--- src/rtl/i2s_pkg.sv ---
// Shared types for the I2S/TDM transmitter and receiver: serial formats and
// transmitter control states.
package i2s_pkg;

    typedef enum logic [1:0] {
        FMT_I2S = 2'd0,
        FMT_LJ  = 2'd1,
        FMT_DSP = 2'd2
    } fmt_e;

    typedef enum logic [1:0] {
        IDLE  = 2'd0,
        RUN   = 2'd1,
        DRAIN = 2'd2
    } tx_state_e;

    // Reserved encoding 3 behaves as I2S.
    function automatic fmt_e decode_fmt(input logic [1:0] f);
        case (f)
            2'd1:    return FMT_LJ;
            2'd2:    return FMT_DSP;
            default: return FMT_I2S;
        endcase
    endfunction

endpackage

--- src/rtl/i2s_frame_fifo.sv ---
// Synchronous frame FIFO with occupancy level; head word is visible
// combinationally on dout_o whenever the FIFO is not empty.
module i2s_frame_fifo #(
    parameter int unsigned WIDTH = 32,
    parameter int unsigned DEPTH = 4
) (
    input  logic                       sclk,
    input  logic                       rst,
    input  logic                       push_i,
    input  logic [WIDTH-1:0]           din_i,
    input  logic                       pop_i,
    output logic [WIDTH-1:0]           dout_o,
    output logic                       full_o,
    output logic                       empty_o,
    output logic [$clog2(DEPTH+1)-1:0] level_o
);

    localparam int unsigned AW = (DEPTH > 1) ? $clog2(DEPTH) : 1;
    localparam int unsigned LW = $clog2(DEPTH+1);

    logic [WIDTH-1:0] mem [DEPTH];
    logic [AW-1:0]    wr_ptr;
    logic [AW-1:0]    rd_ptr;
    logic [LW-1:0]    level;
    logic             do_push;
    logic             do_pop;

    assign full_o  = (level == LW'(DEPTH));
    assign empty_o = (level == '0);
    assign do_push = push_i && !full_o;
    assign do_pop  = pop_i && !empty_o;
    assign dout_o  = mem[rd_ptr];
    assign level_o = level;

    always_ff @(posedge sclk or negedge rst) begin
        if (!rst) begin
            wr_ptr <= '0;
            rd_ptr <= '0;
            level  <= '0;
        end else begin
            if (do_push) wr_ptr <= wr_ptr + 1'b1;
            if (do_pop)  rd_ptr <= rd_ptr + 1'b1;
            if (do_push && !do_pop)
                level <= level + 1'b1;
            else if (!do_push && do_pop)
                level <= level - 1'b1;
        end
    end

    always_ff @(posedge sclk) begin
        if (do_push) mem[wr_ptr] <= din_i;
    end

endmodule

--- src/rtl/i2s_tdm_tx.sv ---
// Multi-channel I2S / left-justified / DSP-TDM serial transmitter with a
// frame FIFO; inserts silent frames on underrun so ws never stops in RUN.
module i2s_tdm_tx
    import i2s_pkg::*;
#(
    parameter int unsigned SAMPLE_W = 16,
    parameter int unsigned SLOT_W   = 16,
    parameter int unsigned CHANNELS = 2,
    parameter int unsigned DEPTH    = 4
) (
    input  logic                         sclk,
    input  logic                         rst,
    input  logic                         en_i,
    input  logic [1:0]                   fmt_i,
    input  logic [CHANNELS*SAMPLE_W-1:0] frame_i,
    input  logic                         frame_valid_i,
    output logic                         frame_ready_o,
    output logic                         ws_o,
    output logic                         sdata_o,
    output logic                         busy_o,
    output logic                         underrun_o,
    output logic [$clog2(DEPTH+1)-1:0]   fifo_level_o
);

    localparam int unsigned FW = CHANNELS*SAMPLE_W;
    localparam int unsigned BW = (SLOT_W > 1) ? $clog2(SLOT_W) : 1;
    localparam int unsigned CW = $clog2(CHANNELS);
    localparam logic [BW-1:0]       BIT_LAST  = BW'(SLOT_W-1);
    localparam logic [CW-1:0]       SLOT_LAST = CW'(CHANNELS-1);
    localparam logic [CW-1:0]       SLOT_HALF = CW'(CHANNELS/2);
    localparam logic [SAMPLE_W-1:0] SMP_MSB   = {1'b1, {(SAMPLE_W-1){1'b0}}};

    tx_state_e         state, nstate;
    logic [BW-1:0]     bit_cnt, nbit;
    logic [CW-1:0]     slot_cnt, nslot;
    fmt_e              fmt_q, nfmt;
    logic [FW-1:0]     frame_q, nframe;
    logic [SAMPLE_W-1:0] smp;
    logic              lj_q, nlj;
    logic              nws, nsdata;
    logic              nboundary;
    logic              fifo_full, fifo_empty;
    logic [FW-1:0]     fifo_dout;

    i2s_frame_fifo #(
        .WIDTH (FW),
        .DEPTH (DEPTH)
    ) u_fifo (
        .sclk    (sclk),
        .rst     (rst),
        .push_i  (frame_valid_i),
        .din_i   (frame_i),
        .pop_i   (nboundary),
        .dout_o  (fifo_dout),
        .full_o  (fifo_full),
        .empty_o (fifo_empty),
        .level_o (fifo_level_o)
    );

    assign frame_ready_o = !fifo_full;
    assign busy_o        = (state != IDLE);

    always_ff @(posedge sclk or negedge rst) begin
        if (!rst) begin
            state    <= IDLE;
            bit_cnt  <= '0;
            slot_cnt <= '0;
        end else begin
            state    <= nstate;
            bit_cnt  <= nbit;
            slot_cnt <= nslot;
        end
    end

    always_comb begin
        nstate = state;
        nbit   = bit_cnt;
        nslot  = slot_cnt;
        unique case (state)
            IDLE: begin
                if (en_i) begin
                    nstate = RUN;
                    nbit   = '0;
                    nslot  = '0;
                end
            end
            RUN: begin
                if (bit_cnt == BIT_LAST) begin
                    nbit = '0;
                    if (slot_cnt == SLOT_LAST) begin
                        nslot = '0;
                        if (!en_i) nstate = (fmt_q == FMT_I2S) ? DRAIN : IDLE;
                    end else begin
                        nslot = slot_cnt + 1'b1;
                    end
                end else begin
                    nbit = bit_cnt + 1'b1;
                end
            end
            DRAIN:   nstate = IDLE;
            default: nstate = IDLE;
        endcase
    end

    // Outputs are registered, so everything below describes the coming
    // cycle: the frame-boundary pop and fmt latch happen on the edge into it.
    always_comb begin
        nboundary = (nstate == RUN) && (nbit == '0) && (nslot == '0);
        nfmt      = nboundary ? decode_fmt(fmt_i) : fmt_q;
        nframe    = frame_q;
        if (nboundary) nframe = fifo_empty ? '0 : fifo_dout;
        smp    = SAMPLE_W'(nframe >> (32'(nslot) * SAMPLE_W));
        nlj    = (nstate == RUN) && |(smp & (SMP_MSB >> nbit));
        // I2S is the left-justified stream one cycle late.
        nsdata = (nstate == IDLE) ? 1'b0 : ((nfmt == FMT_I2S) ? lj_q : nlj);
        unique case (nstate)
            RUN:     nws = (nfmt == FMT_DSP) ? ((nbit == '0) && (nslot == '0))
                                             : (nslot >= SLOT_HALF);
            DRAIN:   nws = 1'b1;
            default: nws = (nfmt != FMT_DSP);
        endcase
    end

    always_ff @(posedge sclk or negedge rst) begin
        if (!rst) begin
            fmt_q      <= FMT_I2S;
            frame_q    <= '0;
            lj_q       <= 1'b0;
            ws_o       <= 1'b1;
            sdata_o    <= 1'b0;
            underrun_o <= 1'b0;
        end else begin
            fmt_q      <= nfmt;
            frame_q    <= nframe;
            lj_q       <= nlj;
            ws_o       <= nws;
            sdata_o    <= nsdata;
            underrun_o <= nboundary && fifo_empty;
        end
    end

endmodule

--- config.mk ---
export PLATFORM = sky130hd
export DESIGN_NAME = i2s_tdm_tx
export DESIGN_NICKNAME = d
export VERILOG_FILES = /design/src/rtl/i2s_pkg.sv /design/src/rtl/i2s_frame_fifo.sv /design/src/rtl/i2s_tdm_tx.sv
export SDC_FILE = /design/constraint.sdc
export NUM_CORES = 1
export LEC_CHECK = 0
export CORE_MARGIN = 2
export CORE_UTILIZATION = 40
export CTS_CLUSTER_DIAMETER = 100
export DETAILED_ROUTE_END_ITERATION = 8
export PLACE_DENSITY = 0.69
export SYNTH_ARGS = -nofsm -noshare
export SYNTH_HDL_FRONTEND = slang
export SYNTH_SLANG_ARGS = --single-unit
--- constraint.sdc ---
create_clock -name sclk -period 4.35 [get_ports sclk]
set_input_delay 0.6525 -clock sclk [delete_from_list [all_inputs] [get_ports sclk]]
set_output_delay 0.6525 -clock sclk [all_outputs]
set_load 0.03 [all_outputs]
Yosys cells after proc, flatten, opt, wreduce, memory -nomap -nowiden
Memories as Yosys holds them, arrays and structs flattened.
Cells that the tools add are included.
- bits in registers: 52
- memory bits (writable): 128
- output and inout port bits: 8
- word-level logic and storage cells: 80
- memories kept: 1
- $add $sub $neg: 6
- $lt $le $gt $ge: 1
- equal/unequal tests: 9
- shift-type cells: 2
- mux-type cells: 25
- bitwise gates (word level): 2
- reductions and logical operators: 22
- memory list (name ; depth ; bits a word ; read ports ; clocked after Yosys merged registers in ; wr ports ; line ; RTL):
    u_fifo.mem ; 4 ; 32 ; 1 ; 0 ; 1 ; i2s_frame_fifo.sv:21 ; logic [WIDTH-1:0] mem [DEPTH];
- operators by type and width (cell ; number):
    32-bit 2-to-1 mux ; 2
    32-bit by 5-bit right shift with 16-bit output ; 1
    16-bit bitwise AND ; 1
    16-bit OR reduction ; 1
    16-bit by 4-bit right shift with 16-bit output (first input constant) ; 1
    2-bit 2-to-1 mux ; 6
    1-bit logical AND ; 9
    2-bit logical NOT ; 4
    1-bit 2-to-1 mux ; 8
    4-bit 2-to-1 mux ; 2
    2-bit case mux with 2 select lines ; 2
    4-bit case mux with 2 select lines ; 1
    2-bit by 1-bit equality test with 1-bit output (second input constant) ; 3
    2-bit equality test (second input constant) ; 3
    3-bit 2-to-1 mux ; 2
    2-bit by 1-bit adder with 2-bit output (second input constant) ; 2
    4-bit by 1-bit adder with 4-bit output (second input constant) ; 1
    4-bit equality test (second input constant) ; 1
    1-bit logical NOT ; 4
    4-bit logical NOT ; 1
    1-bit case mux with 2 select lines ; 2
    2-bit nonzero test ; 2
    3-bit by 1-bit adder with 3-bit output (second input constant) ; 1
    3-bit equality test (second input constant) ; 1
    6 further kinds ; 6

Depth between registers and ports, before layout
Gate-level depths: netlist of the first run.
- depth after elaboration: 16
- depth in mapped cells: 17
- gate-level depth less buffers: 17

By module
A second synthesis of the first run with hierarchy kept.
- cells, all modules: 498
- area, all modules: 7772.5 um^2
- modules (own cells, without submodules) (module ; instances ; cells each ; area each (um^2)):
    i2s_frame_fifo ; 1 ; 204 ; 5094.9
    i2s_tdm_tx ; 1 ; 294 ; 2677.6

Worst setup path after synthesis of the first run
Ideal clock, no wire load.
- kind: flip-flop to flip-flop
- from: register bit_cnt[0]
- to: register u_fifo.level[1], in the netlist u_fifo.level_o[1]
- library setup time: 125 ps
- arrival: 3260 ps
- required time: 4225 ps
- slack: 965 ps
- cell stages (with the launch flop): 16
- cells stage by stage: dfrtp_1 ha_1 and3_1 nand2_1 a21oi_1 or2_2 inv_1 ha_1 nor3b_2 nand2_1 nor2_1 nand2_1 ha_1 inv_1 fa_1 mux2_2
- longest elaborated chain between the ends: 10
- ends and longest elaborated chain (what ; line ; RTL):
    from (decl) ; i2s_tdm_tx.sv:34 ; logic [BW-1:0] bit_cnt, nbit;
    from (signal assigned) ; i2s_tdm_tx.sv:70 ; bit_cnt <= nbit;
    4-bit equality test * ; i2s_tdm_tx.sv:88 ; if (bit_cnt == BIT_LAST) begin
    2-bit 2-to-1 mux * ; i2s_tdm_tx.sv:88 ;
    2-bit case mux with 2 select lines * ; i2s_tdm_tx.sv:79 ; unique case (state)
    named net nstate[0] ; i2s_tdm_tx.sv:33 ; tx_state_e state, nstate;
    2-bit by 1-bit equality test with 1-bit output * ; i2s_tdm_tx.sv:108 ; nboundary = (nstate == RUN) && (nbit == '0) && (nslot == '0);
    1-bit logical AND * (2 in series) ; i2s_tdm_tx.sv:108 ;
    1-bit logical AND * ; i2s_frame_fifo.sv:31 ; assign do_pop = pop_i && !empty_o;
    1-bit logical NOT ; i2s_frame_fifo.sv:43 ; if (do_push && !do_pop)
    1-bit logical AND ; i2s_frame_fifo.sv:43 ;
    3-bit 2-to-1 mux / 2-bit nonzero test (equally long branches) ; - ;
    to (signal assigned) ; i2s_frame_fifo.sv:44 ; level <= level + 1'b1;
    to (signal assigned) ; i2s_frame_fifo.sv:46 ; level <= level - 1'b1;
    to (decl) ; i2s_frame_fifo.sv:24 ; logic [LW-1:0] level;
The timed path passes the listed nets; every way through them passes the cells marked *.
A chain may end at the register's enable or synchronous reset.

Final worst setup path of the first run
Same ends and word-level chain as after synthesis.

==> impl_metrics.xml, run 1 <==
<?xml version="1.0" encoding="UTF-8"?>
<metrics>
  <group name="run_status">
    <metric name="run_status" unit="">finished clean</metric>
  </group>
  <group name="placement">
    <metric name="dpl.hpwl" unit="um">8910</metric>
    <metric name="placement.setup.worst_slack" unit="ns">0.447</metric>
    <metric name="globalplace.congestion" unit="">0.833</metric>
    <metric name="placedInstanceArea" unit="um^2">8100</metric>
    <metric name="io_buffers" unit="">45</metric>
  </group>
  <group name="logic_synthesis">
    <metric name="post-synth-top-area-fraction" unit="%">52.1</metric>
    <metric name="count_of_flip_flops_with_a_built_in_enable_after_synthesis" unit="">128</metric>
    <metric name="syn-instance-count" unit="">465</metric>
    <metric name="synth_ff_type" unit="">edfxtp_1</metric>
    <metric name="post_synth_instance_area" unit="um^2">7370</metric>
    <metric name="synth.yosys.seq_area_share" unit="%">69.8</metric>
    <metric name="synth.yosys.warnings" unit="">0</metric>
    <metric name="nets_in_the_synthesized_netlist" unit="">513</metric>
    <metric name="mean_instance_size_in_the_synthesized_netlist" unit="um^2">15.9</metric>
    <metric name="ys_async_sr_fraction" unit="%">28.9</metric>
    <metric name="synth_area_leader_cell" unit="">edfxtp_1</metric>
    <metric name="synth.distinct_cells" unit="">63</metric>
    <metric name="synth_seq_cells" unit="">180</metric>
    <metric name="synth.top_cells.by_area" unit="">edfxtp_1, dfrtp_1, mux4_2, nand2_1, o21ai_0</metric>
  </group>
  <group name="timing">
    <metric name="final_max_slew_viol_count" unit="">0</metric>
    <metric name="achievable_freq" unit="GHz">0.275</metric>
    <metric name="final.period_utilization" unit="%">83.5</metric>
    <metric name="setup_tns" unit="ns">0</metric>
    <metric name="grt_setup_unrepaired" unit="">false</metric>
    <metric name="final_hold_viol_count" unit="">0</metric>
    <metric name="setup_slack_after_layout" unit="ns">0.716</metric>
    <metric name="tightestPinTransition" unit="ns">0.663</metric>
    <metric name="max-slew-margin-rel" unit="%">55.8</metric>
    <metric name="fin_worst_skew" unit="ns">0.0108</metric>
    <metric name="min_period" unit="ns">3.63</metric>
    <metric name="setup-violations-final" unit="">0</metric>
  </group>
  <group name="drt">
    <metric name="drt_first_iter_violations" unit="">268</metric>
    <metric name="num_vias" unit="">3935</metric>
    <metric name="post_drt_via_cell_ratio" unit="">5.17</metric>
    <metric name="firstDrtPassIters" unit="">5</metric>
    <metric name="drt.antenna.violating_nets" unit="">0</metric>
    <metric name="post_drt_wl_per_cell" unit="um">18.1</metric>
    <metric name="detail_route.drc_violations" unit="">0</metric>
    <metric name="total_wirelength" unit="um">13700</metric>
  </group>
  <group name="cts">
    <metric name="clk-insertion-delay-late" unit="ns">0.43</metric>
    <metric name="ctsResizeCount" unit="">0</metric>
    <metric name="ctsRootBufferMaster" unit="">clkbuf_16</metric>
    <metric name="clk_pin_slew" unit="ns">0.07</metric>
    <metric name="cts_buffers" unit="">17</metric>
    <metric name="cts.htree.levels" unit="">4</metric>
    <metric name="cts_tree" unit="">built</metric>
    <metric name="cts_sinks" unit="">180</metric>
    <metric name="ctsHoldBuffers" unit="">0</metric>
    <metric name="cts_buffer_depth" unit="">2</metric>
    <metric name="post_cts.repair.setup_buffers" unit="">0</metric>
  </group>
  <group name="floorplanning">
    <metric name="ioPinCount" unit="">46</metric>
    <metric name="design.die.area" unit="um^2">19500</metric>
    <metric name="placement_rows" unit="">49</metric>
    <metric name="core-area" unit="um^2">18000</metric>
    <metric name="initial_core_util" unit="%">40.9</metric>
    <metric name="floorplan.die.height" unit="um">140</metric>
    <metric name="die_width" unit="um">140</metric>
  </group>
  <group name="cells_and_area">
    <metric name="final_layout_size_suffix_gt1_share" unit="%">17.7</metric>
    <metric name="num-fill-cells" unit="">1552</metric>
    <metric name="area.growth.synth_to_final" unit="%">17.7</metric>
    <metric name="final_core_utilization" unit="%">48.1</metric>
    <metric name="design.final.nets" unit="">567</metric>
    <metric name="final_design_area_no_fill" unit="um^2">8680</metric>
    <metric name="num_antenna_cells" unit="">0</metric>
  </group>
  <group name="global_route">
    <metric name="grt_start_max_net_pins" unit="">53</metric>
    <metric name="first_global_vias" unit="">4210</metric>
    <metric name="grt_antenna_before_repair" unit="">0</metric>
    <metric name="grt_usage" unit="%">15.3</metric>
    <metric name="global_route_wire_length_before_repair" unit="um">22900</metric>
    <metric name="gr-total-overflow" unit="">0</metric>
  </group>
  <group name="power">
    <metric name="max-vdd-ir-drop" unit="mV">0.355</metric>
    <metric name="power.density_cell_area" unit="nW/um^2">707</metric>
    <metric name="post-layout-total-power" unit="mW">6.13</metric>
    <metric name="leakage" unit="nW">3.23</metric>
  </group>
  <group name="worst_setup_path">
    <metric name="timing.critical_path.arrival" unit="ns">3.94</metric>
    <metric name="critical_path_required" unit="ns">4.66</metric>
    <metric name="timing.reg2reg.setup_slack" unit="ns">0.72</metric>
    <metric name="critical_path_class" unit="">reg -&gt; reg</metric>
    <metric name="crit_fanout" unit="">5</metric>
    <metric name="worst_setup_path_end_kind" unit="">flip-flop</metric>
    <metric name="startpoint_type" unit="">flip-flop</metric>
  </group>
  <group name="worst_hold_path">
    <metric name="worst_hold_path_type" unit="">in -&gt; async</metric>
  </group>
  <group name="run">
    <metric name="max_cap_viol_count" unit="">0</metric>
  </group>
</metrics>
==> logic make-up after synthesis <==
kind of cell | count (synthesis) | synth area share, %
AND/OR/NAND/NOR | 125 | 8.08
adder cells (fa/ha/maj) | 10 | 1.80
XOR/XNOR | 6 | 0.713
buffers and inverters | 35 | 1.93
multiplexers | 46 | 11.8
flip-flops | 180 | 69.8
AO/OA/AOI/OAI | 63 | 5.89
==> power breakdown <==
group	internal (mW)	switching, mW
Sequential	2.32	0.247
Clock	0.807	0.668
Combinational	0.891	1.20
==> final timing paths <==
| path | start | end | depth (start not counted) |
|---|---|---|---|
| max reg2reg | bit_cnt[0] | u_fifo.level_o[1] | 15 |
| min reg2reg | frame_q[7] | frame_q[7] | 2 |
| max in group asynchronous | rst | u_fifo.rd_ptr[0] | 2 |
| min in group sclk | frame_q[7] | frame_q[7] | 2 |
| max | bit_cnt[0] | u_fifo.level_o[1] | 15 |
| min | rst | underrun_o | 2 |
==> layer usage <==
metal | vias up | routed length, um | GRT usage [%]
li1 | 1871 | - | -
met1 | 1999 | 6480 | 21.2
met2 | 54 | 6680 | 24.1
met3 | 11 | 438 | 4.09
met4 | 0 | 143 | 4.26
met5 | - | 0 | 0
==> cell usage after synthesis, types with 3 or more instances <==
library cell and count:
a31oi_1 3, a21oi_1 7, ha_1 9, o21ai_0 31, nand3b_1 4, and3_1 6, nand2_1 78, nand3_1 4
inv_1 11, nor2_1 10, mux4_2 32, buf_1 4, nand2b_1 3, clkbuf_1 11, nor2b_1 3, buf_2 4
mux2_2 3, dfrtp_1 51, and2_1 3, mux2i_1 10, edfxtp_1 128, xnor2_1 4
==> placed cells by master (no fill, tap or decap), types with 2 or more instances in the layout <==
| cell type | instances |
|---|---|
| edfxtp_1 | 128 |
| nand2_1 | 78 |
| dfrtp_1 | 50 |
| clkdlybuf4s50_1 | 44 |
| mux4_2 | 32 |
| o21ai_0 | 31 |
| clkbuf_16 | 17 |
| inv_1 | 11 |
| nor2_1 | 10 |
| mux2i_1 | 10 |
| buf_4 | 10 |
| ha_1 | 9 |
| a21oi_1 | 7 |
| and3_1 | 6 |
| nand3_1 | 4 |
| nand3b_1 | 4 |
| xnor2_1 | 4 |
| nand2b_1 | 3 |
| nor2b_1 | 3 |
| and2_1 | 3 |
| mux2_2 | 3 |
| a31oi_1 | 3 |
| clkinv_4 | 3 |
| clkinvlp_4 | 3 |
| inv_6 | 3 |
| nor3b_1 | 2 |
| inv_2 | 2 |
| a221oi_1 | 2 |
| o221ai_1 | 2 |
| xor2_1 | 2 |
| inv_8 | 2 |
==> critical path, cell delays in order (launching register included) <==
cell,delay [ns]
dfrtp_1,0.46
ha_1,0.28
and3_1,0.23
nand2_1,0.07
a21oi_1,0.05
or2_2,0.32
inv_1,0.09
ha_1,0.24
nor3b_2,0.35
nand2_1,0.16
nor2_1,0.15
nand2_1,0.11
ha_1,0.25
inv_1,0.08
fa_1,0.41
mux2_2,0.27
==> registers in the layout, indices dropped and copies added (netlist names) <==
signal and count:
lj_q 1, ws_o 1, sdata_o 1, u_fifo.wr_ptr 2
bit_cnt 4, u_fifo.mem 128, frame_q 32, u_fifo.rd_ptr 2
slot_cnt 1, state 2, u_fifo.level_o 3, underrun_o 1
fmt_q 2
==> per-stage QoR <==
step / instances / hold slack (ns)
4_1_cts: 761 / 0.358
2_1_floorplan: 465 / 0.357
5_1_grt: 761 / 0.394
3_5_place_dp: 729 / 0.470
6_report: 761 / 0.325
3_3_place_gp: 729 / 0.468
==> cell type report <==
cell class              instances  area [um^2]  share of cell area (%)
inverters                      15         58.8                   0.678
repair buffers                 55          520                    6.00
clock inverters                14          149                    1.72
multi-input cells             250         2080                    24.0
flip-flops and latches        180         5150                    59.3
well taps                     229          287                    3.30
clock buffers                  18          429                    4.95
(Power assumes the default switching activity.)
==> run 2: changes to the inputs <==
- clock period: 4.35 -> 3.75 ns (I/O delays scaled with it)
==> run 2 against run 1 <==
Compared with the run above:
- critical path depth unchanged
- cell count rose by 0.66%
- total power rose by 16%
- setup slack worse by 0.32 ns
- sequential share of layout area shrank 0.20 points
- critical endpoint unchanged
- largest cell class unchanged
==> impl_metrics.xml, run 2 (synthesized netlist as in run 1, its figures left out) <==
<?xml version="1.0" encoding="UTF-8"?>
<metrics>
  <group name="worst_setup_path">
    <metric name="worstReg2RegStart" unit="">bit_cnt[0]</metric>
    <metric name="worst_path_largest_cell_delay" unit="ns">0.44</metric>
    <metric name="timing.critical_path.arrival" unit="ns">3.67</metric>
    <metric name="setup.worst_path.start" unit="">bit_cnt[0]</metric>
    <metric name="timing.critical_path.cells" unit="">ha_1 -&gt; and3_1 -&gt; nand2_1 -&gt; a21oi_1 -&gt; or2_2 -&gt; inv_1 -&gt; ha_1 -&gt; nor3b_2 -&gt; nand2_1 -&gt; nor2_1 -&gt; nand2_1 -&gt; ha_1 -&gt; inv_1 -&gt; fa_1 -&gt; mux2_2</metric>
    <metric name="critical_path_required" unit="ns">4.07</metric>
    <metric name="critical_path_class" unit="">reg -&gt; reg</metric>
    <metric name="crit-reg2reg-capture" unit="">u_fifo.level_o[1]</metric>
    <metric name="worst_setup_path_end_kind" unit="">flip-flop</metric>
    <metric name="timing.reg2reg.setup_slack" unit="ns">0.40</metric>
    <metric name="startpoint_type" unit="">flip-flop</metric>
    <metric name="crit_fanout" unit="">5</metric>
    <metric name="critical_path.slowest_cell" unit="">dfrtp_1</metric>
    <metric name="worst_r2r_path_depth" unit="">15</metric>
    <metric name="endpoint" unit="">u_fifo.level_o[1]</metric>
  </group>
  <group name="cts">
    <metric name="clk-insertion-delay-late" unit="ns">0.44</metric>
    <metric name="cts_buffer_depth" unit="">2</metric>
    <metric name="ctsResizeCount" unit="">0</metric>
    <metric name="ctsRootBufferMaster" unit="">clkbuf_16</metric>
    <metric name="post_cts.repair.setup_buffers" unit="">0</metric>
    <metric name="cts.htree.levels" unit="">4</metric>
    <metric name="cts_sinks" unit="">180</metric>
    <metric name="cts_tree" unit="">built</metric>
    <metric name="cts_buffers" unit="">17</metric>
    <metric name="ctsHoldBuffers" unit="">0</metric>
    <metric name="clk_pin_slew" unit="ns">0.07</metric>
  </group>
  <group name="cells_and_area">
    <metric name="mostFrequentLayoutCells" unit="">edfxtp_1, nand2_1, dfrtp_1, clkdlybuf4s50_1, mux4_2</metric>
    <metric name="final-seq-area" unit="um^2">5150</metric>
    <metric name="design.final.nets" unit="">572</metric>
    <metric name="largest_reg_flops" unit="">128</metric>
    <metric name="num-fill-cells" unit="">1535</metric>
    <metric name="reg_top3" unit="">u_fifo.mem (128), frame_q (32), bit_cnt (4)</metric>
    <metric name="registers.top_by_ff_count" unit="">u_fifo.mem</metric>
    <metric name="num_antenna_cells" unit="">0</metric>
    <metric name="final_layout_size_suffix_gt1_share" unit="%">18.4</metric>
    <metric name="final_common_cell" unit="">edfxtp_1</metric>
    <metric name="area.growth.synth_to_final" unit="%">18.1</metric>
    <metric name="multi_input_area" unit="um^2">2080</metric>
    <metric name="final_design_area_no_fill" unit="um^2">8700</metric>
  </group>
  <group name="timing">
    <metric name="max-slew-margin-rel" unit="%">53.0</metric>
    <metric name="grt_setup_unrepaired" unit="">false</metric>
    <metric name="setup-violations-final" unit="">0</metric>
    <metric name="setup_tns" unit="ns">0</metric>
    <metric name="final.period_utilization" unit="%">89.3</metric>
    <metric name="min_period" unit="ns">3.35</metric>
    <metric name="final_hold_viol_count" unit="">0</metric>
    <metric name="final_max_slew_viol_count" unit="">0</metric>
    <metric name="achievable_freq" unit="GHz">0.298</metric>
    <metric name="fin_worst_skew" unit="ns">0.0102</metric>
    <metric name="tightestPinTransition" unit="ns">0.704</metric>
  </group>
  <group name="drt">
    <metric name="drt_first_iter_violations" unit="">304</metric>
    <metric name="num_vias" unit="">4016</metric>
    <metric name="post_drt_wl_per_cell" unit="um">18.0</metric>
    <metric name="post_drt_via_cell_ratio" unit="">5.24</metric>
    <metric name="firstDrtPassIters" unit="">5</metric>
    <metric name="detail_route.drc_violations" unit="">0</metric>
    <metric name="drt.antenna.violating_nets" unit="">0</metric>
    <metric name="total_wirelength" unit="um">13800</metric>
  </group>
  <group name="floorplanning">
    <metric name="core-area" unit="um^2">18000</metric>
    <metric name="floorplan.die.height" unit="um">140</metric>
    <metric name="ioPinCount" unit="">46</metric>
    <metric name="placement_rows" unit="">49</metric>
    <metric name="initial_core_util" unit="%">40.9</metric>
    <metric name="die_width" unit="um">140</metric>
    <metric name="design.die.area" unit="um^2">19500</metric>
  </group>
  <group name="global_route">
    <metric name="grt_usage" unit="%">15.3</metric>
    <metric name="grt_start_max_net_pins" unit="">36</metric>
    <metric name="global_route_wire_length_before_repair" unit="um">22700</metric>
    <metric name="grt_antenna_before_repair" unit="">0</metric>
    <metric name="gr-total-overflow" unit="">0</metric>
    <metric name="first_global_vias" unit="">4251</metric>
  </group>
  <group name="power">
    <metric name="leakage" unit="nW">3.25</metric>
    <metric name="max-vdd-ir-drop" unit="mV">0.443</metric>
    <metric name="post-layout-total-power" unit="mW">7.12</metric>
    <metric name="power.density_cell_area" unit="nW/um^2">817</metric>
  </group>
  <group name="run">
    <metric name="max_cap_viol_count" unit="">0</metric>
  </group>
  <group name="run_status">
    <metric name="run_status" unit="">finished clean</metric>
  </group>
  <group name="placement">
    <metric name="dpl.hpwl" unit="um">8930</metric>
    <metric name="placedInstanceArea" unit="um^2">8140</metric>
    <metric name="io_buffers" unit="">45</metric>
    <metric name="globalplace.congestion" unit="">0.881</metric>
  </group>
  <group name="worst_hold_path">
    <metric name="worst_hold_path_type" unit="">in -&gt; async</metric>
  </group>
</metrics>
-- run 2: final cells by class --
| type | instances | area share [%] |
|---|---|---|
| tap | 229 | 3.29 |
| multi-input combinational | 250 | 23.9 |
| inverter | 15 | 0.676 |
| clock buffer | 17 | 4.89 |
| timing repair buffer | 60 | 6.41 |
| clock inverter | 15 | 1.65 |
| sequential | 180 | 59.1 |
-- run 2: per-layer routing --
metal  wire [um]  track usage [%]  up-vias
met3         549             4.89       16
met1        6190             20.0     2041
li1            -                -     1875
met4         218             4.84        0
met2        6850             24.6       84
met5           0                0        -
-- run 2: worst max-delay path, delay by kind of cell (launching register included) --
kind / cells / cell delay, ns
AND/OR/NAND/NOR: 7 / 1.22
buffers and inverters: 2 / 0.15
flip-flops: 1 / 0.44
adder cells (fa/ha/maj): 4 / 1.10
AO/OA/AOI/OAI: 1 / 0.05
multiplexers: 1 / 0.27
-- run 2: power by group --
group | leakage [nW] | internal, mW | switching (mW) | total, mW
registers | 1.82 | 2.70 | 0.256 | 2.95
clock network | 0.277 | 0.877 | 0.799 | 1.68
logic | 1.16 | 1.07 | 1.42 | 2.49
-- run 2: how the worst min path moves through the flow --
stage	cells after the start	end	slack, ns
6_report	1	underrun_o	0.17
3_5_place_dp	2	frame_q[15]	0.47
4_1_cts	1	fmt_q[1]	0.19
5_1_grt	1	fmt_q[1]	0.22
3_3_place_gp	2	frame_q[15]	0.46
2_1_floorplan	0	bit_cnt[0]	0.27
-- run 2: through the flow --
step / hold slack, ns / worst slack, ns / util, % / instances
3_5_place_dp: 0.470 / 0.146 / 45.1 / 734
2_1_floorplan: 0.267 / 0.365 / - / 465
3_3_place_gp: 0.458 / 0.174 / 45.1 / 734
4_1_cts: 0.192 / 0.399 / 48.3 / 766
6_report: 0.173 / 0.400 / 48.3 / 766
5_1_grt: 0.220 / 0.161 / 48.3 / 766
==> run 3: changes to the inputs <==
- GPL_ROUTABILITY_DRIVEN: not set -> 0
- GPL_TIMING_DRIVEN: not set -> 0
==> run 3 against run 2 <==
Compared with the run above:
- clock power barely moved
- highest routed layer unchanged
- combinational power rose by 5%
- utilization rose by 0.26 points
- total power rose by 1.7%
- design area rose by 0.55%
- setup slack got worse by 0.20 ns
- clock-buffer cell count did not move
- sequential power barely moved
- wire length rose by 2.7%
- maximum frequency fell by 5.5%
==> impl_metrics.xml, run 3 (synthesized netlist as in run 1, its figures left out) <==
<?xml version="1.0" encoding="UTF-8"?>
<metrics>
  <group name="cells_and_area">
    <metric name="multi_input_area" unit="um^2">2120</metric>
    <metric name="reg_top3" unit="">u_fifo.mem (128), frame_q (32), bit_cnt (4)</metric>
    <metric name="area.growth.synth_to_final" unit="%">18.7</metric>
    <metric name="num-fill-cells" unit="">1518</metric>
    <metric name="final-seq-area" unit="um^2">5150</metric>
    <metric name="final_core_utilization" unit="%">48.6</metric>
    <metric name="design.final.nets" unit="">580</metric>
    <metric name="final_layout_size_suffix_gt1_share" unit="%">18.2</metric>
    <metric name="mostFrequentLayoutCells" unit="">edfxtp_1, nand2_1, dfrtp_1, clkdlybuf4s50_1, mux4_2</metric>
    <metric name="registers.top_by_ff_count" unit="">u_fifo.mem</metric>
    <metric name="final_common_cell" unit="">edfxtp_1</metric>
    <metric name="largest_reg_flops" unit="">128</metric>
    <metric name="final_design_area_no_fill" unit="um^2">8750</metric>
    <metric name="num_antenna_cells" unit="">0</metric>
  </group>
  <group name="global_route">
    <metric name="global_route_wire_length_before_repair" unit="um">22500</metric>
    <metric name="grt_usage" unit="%">15.3</metric>
    <metric name="first_global_vias" unit="">4259</metric>
    <metric name="grt_start_max_net_pins" unit="">33</metric>
    <metric name="grt_antenna_before_repair" unit="">0</metric>
    <metric name="gr-total-overflow" unit="">0</metric>
  </group>
  <group name="worst_setup_path">
    <metric name="timing.critical_path.cells" unit="">ha_1 -&gt; and3_1 -&gt; nand2_1 -&gt; a21oi_1 -&gt; or2_2 -&gt; inv_1 -&gt; ha_2 -&gt; nor3b_4 -&gt; nand2_1 -&gt; nor2_4 -&gt; nand2_2 -&gt; ha_1 -&gt; inv_1 -&gt; fa_1 -&gt; mux2_2</metric>
    <metric name="critical_path.top_delay_family" unit="">simple AND/OR/NAND/NOR gates</metric>
    <metric name="critical_path.n_buffers_inverters" unit="">2</metric>
    <metric name="crit_fanout" unit="">5</metric>
    <metric name="critical_path_required" unit="ns">4.07</metric>
    <metric name="startpoint_type" unit="">flip-flop</metric>
    <metric name="critical_path_class" unit="">reg -&gt; reg</metric>
    <metric name="worst_r2r_path_depth" unit="">15</metric>
    <metric name="worst_path_largest_cell_delay" unit="ns">0.45</metric>
    <metric name="critical_path.slowest_cell" unit="">dfrtp_1</metric>
    <metric name="timing.critical_path.arrival" unit="ns">3.87</metric>
    <metric name="worst_setup_path_end_kind" unit="">flip-flop</metric>
    <metric name="crit_cells" unit="">15</metric>
  </group>
  <group name="run">
    <metric name="max_cap_viol_count" unit="">0</metric>
  </group>
  <group name="timing">
    <metric name="setup-violations-final" unit="">0</metric>
    <metric name="final.period_utilization" unit="%">94.5</metric>
    <metric name="final_max_slew_viol_count" unit="">0</metric>
    <metric name="setup_tns" unit="ns">0</metric>
    <metric name="achievable_freq" unit="GHz">0.282</metric>
    <metric name="tightestPinTransition" unit="ns">0.941</metric>
    <metric name="fin_worst_skew" unit="ns">0.00712</metric>
    <metric name="min_period" unit="ns">3.55</metric>
    <metric name="final_hold_viol_count" unit="">0</metric>
    <metric name="max-slew-margin-rel" unit="%">37.3</metric>
  </group>
  <group name="floorplanning">
    <metric name="placement_rows" unit="">49</metric>
    <metric name="die_width" unit="um">140</metric>
    <metric name="initial_core_util" unit="%">40.9</metric>
    <metric name="design.die.area" unit="um^2">19500</metric>
    <metric name="core-area" unit="um^2">18000</metric>
    <metric name="ioPinCount" unit="">46</metric>
    <metric name="floorplan.die.height" unit="um">140</metric>
  </group>
  <group name="drt">
    <metric name="detail_route.drc_violations" unit="">0</metric>
    <metric name="firstDrtPassIters" unit="">5</metric>
    <metric name="drt_first_iter_violations" unit="">233</metric>
    <metric name="post_drt_wl_per_cell" unit="um">18.3</metric>
    <metric name="num_vias" unit="">4150</metric>
    <metric name="drt.antenna.violating_nets" unit="">0</metric>
    <metric name="total_wirelength" unit="um">14200</metric>
    <metric name="post_drt_via_cell_ratio" unit="">5.36</metric>
  </group>
  <group name="run_status">
    <metric name="run_status" unit="">finished clean</metric>
  </group>
  <group name="cts">
    <metric name="cts_sinks" unit="">180</metric>
    <metric name="clk-insertion-delay-late" unit="ns">0.44</metric>
    <metric name="clk_pin_slew" unit="ns">0.07</metric>
    <metric name="cts_tree" unit="">built</metric>
    <metric name="cts_buffers" unit="">17</metric>
    <metric name="cts_buffer_depth" unit="">2</metric>
    <metric name="ctsRootBufferMaster" unit="">clkbuf_16</metric>
    <metric name="cts.htree.levels" unit="">4</metric>
    <metric name="ctsHoldBuffers" unit="">0</metric>
  </group>
  <group name="placement">
    <metric name="io_buffers" unit="">45</metric>
    <metric name="dpl.hpwl" unit="um">9460</metric>
    <metric name="placedInstanceArea" unit="um^2">8150</metric>
  </group>
  <group name="power">
    <metric name="max-vdd-ir-drop" unit="mV">0.482</metric>
    <metric name="power.density_cell_area" unit="nW/um^2">827</metric>
    <metric name="leakage" unit="nW">3.25</metric>
  </group>
  <group name="worst_hold_path">
    <metric name="worst_hold_path_type" unit="">in -&gt; async</metric>
  </group>
</metrics>
[run 3: cell types whose count changed in the layout (fill, tap and decap cells not counted), moves of 2 or more]
cell | previous run | this run
buf_4 | 15 | 2
clkbuf_1 | 0 | 11
and3_1 | 6 | 2
and3_2 | 0 | 4
buf_1 | 0 | 4
buf_2 | 1 | 5
buf_12 | 0 | 2
clkinv_2 | 1 | 3
clkinv_4 | 4 | 2
inv_6 | 3 | 5
[run 3: worst paths after layout]
check	end	slack (ns)	startpoint
max	u_fifo.level_o[1]	0.20	bit_cnt[0]
min	frame_q[23]	0.11	rst
max reg2reg	u_fifo.level_o[1]	0.20	bit_cnt[0]
min reg2reg	frame_q[1]	0.49	frame_q[1]
max in group asynchronous	ws_o	3.04	rst
min in group sclk	frame_q[1]	0.49	frame_q[1]
[run 3: layout make-up]
| class | instances | share of cell area [%] |
|---|---|---|
| Clock inverter | 15 | 1.57 |
| Sequential cell | 180 | 58.8 |
| Clock buffer | 17 | 4.86 |
| Buffer | 20 | 0.958 |
| Multi-Input combinational cell | 250 | 24.2 |
| Tap cell | 229 | 3.27 |
| Inverter | 15 | 0.672 |
| Timing Repair Buffer | 48 | 5.63 |
[run 3: per-layer routing]
metal  track usage, %  part of all wire (%)  vias up
li1                 -                     -     1907
met1             19.2                    42     2095
met2             25.4                    50      127
met3             4.06                   5.3       21
met4             6.16                   2.1        0
met5                0                     0        -
[run 3: report_power, final]
group | switching, mW | total (mW) | internal, mW
registers | 0.238 | 2.93 | 2.70
logic | 1.54 | 2.62 | 1.08
clock network | 0.801 | 1.68 | 0.878
total | 2.58 | 7.23 | 4.66
[run 3: through the flow]
step	total power [mW]	setup slack [ns]	instances	hold slack, ns
after floorplan	4.75	0.365	465	0.267
after global placement	5.43	-0.338	739	0.462
after detailed placement	5.54	-0.379	741	0.465
after CTS	7.25	0.0708	774	0.103
after global routing	7.65	-0.0141	774	0.131
final	7.23	0.205	774	0.108
[run 3: what timing repair did]
item / in CTS / in global routing
endpoints found under the setup margin: 2 / 4
hold endpoints to repair: 0 / 0
gates resized for setup: 2 / 4
setup buffers: 1 / 0
[run 3: worst reg2reg max path, cell delays in order (launching register included)]
cell,delay [ns]
dfrtp_1,0.45
ha_1,0.28
and3_1,0.22
nand2_1,0.07
a21oi_1,0.06
or2_2,0.31
inv_1,0.09
ha_2,0.24
nor3b_4,0.23
nand2_1,0.16
nor2_4,0.21
nand2_2,0.12
ha_1,0.25
inv_1,0.07
fa_1,0.40
mux2_2,0.26
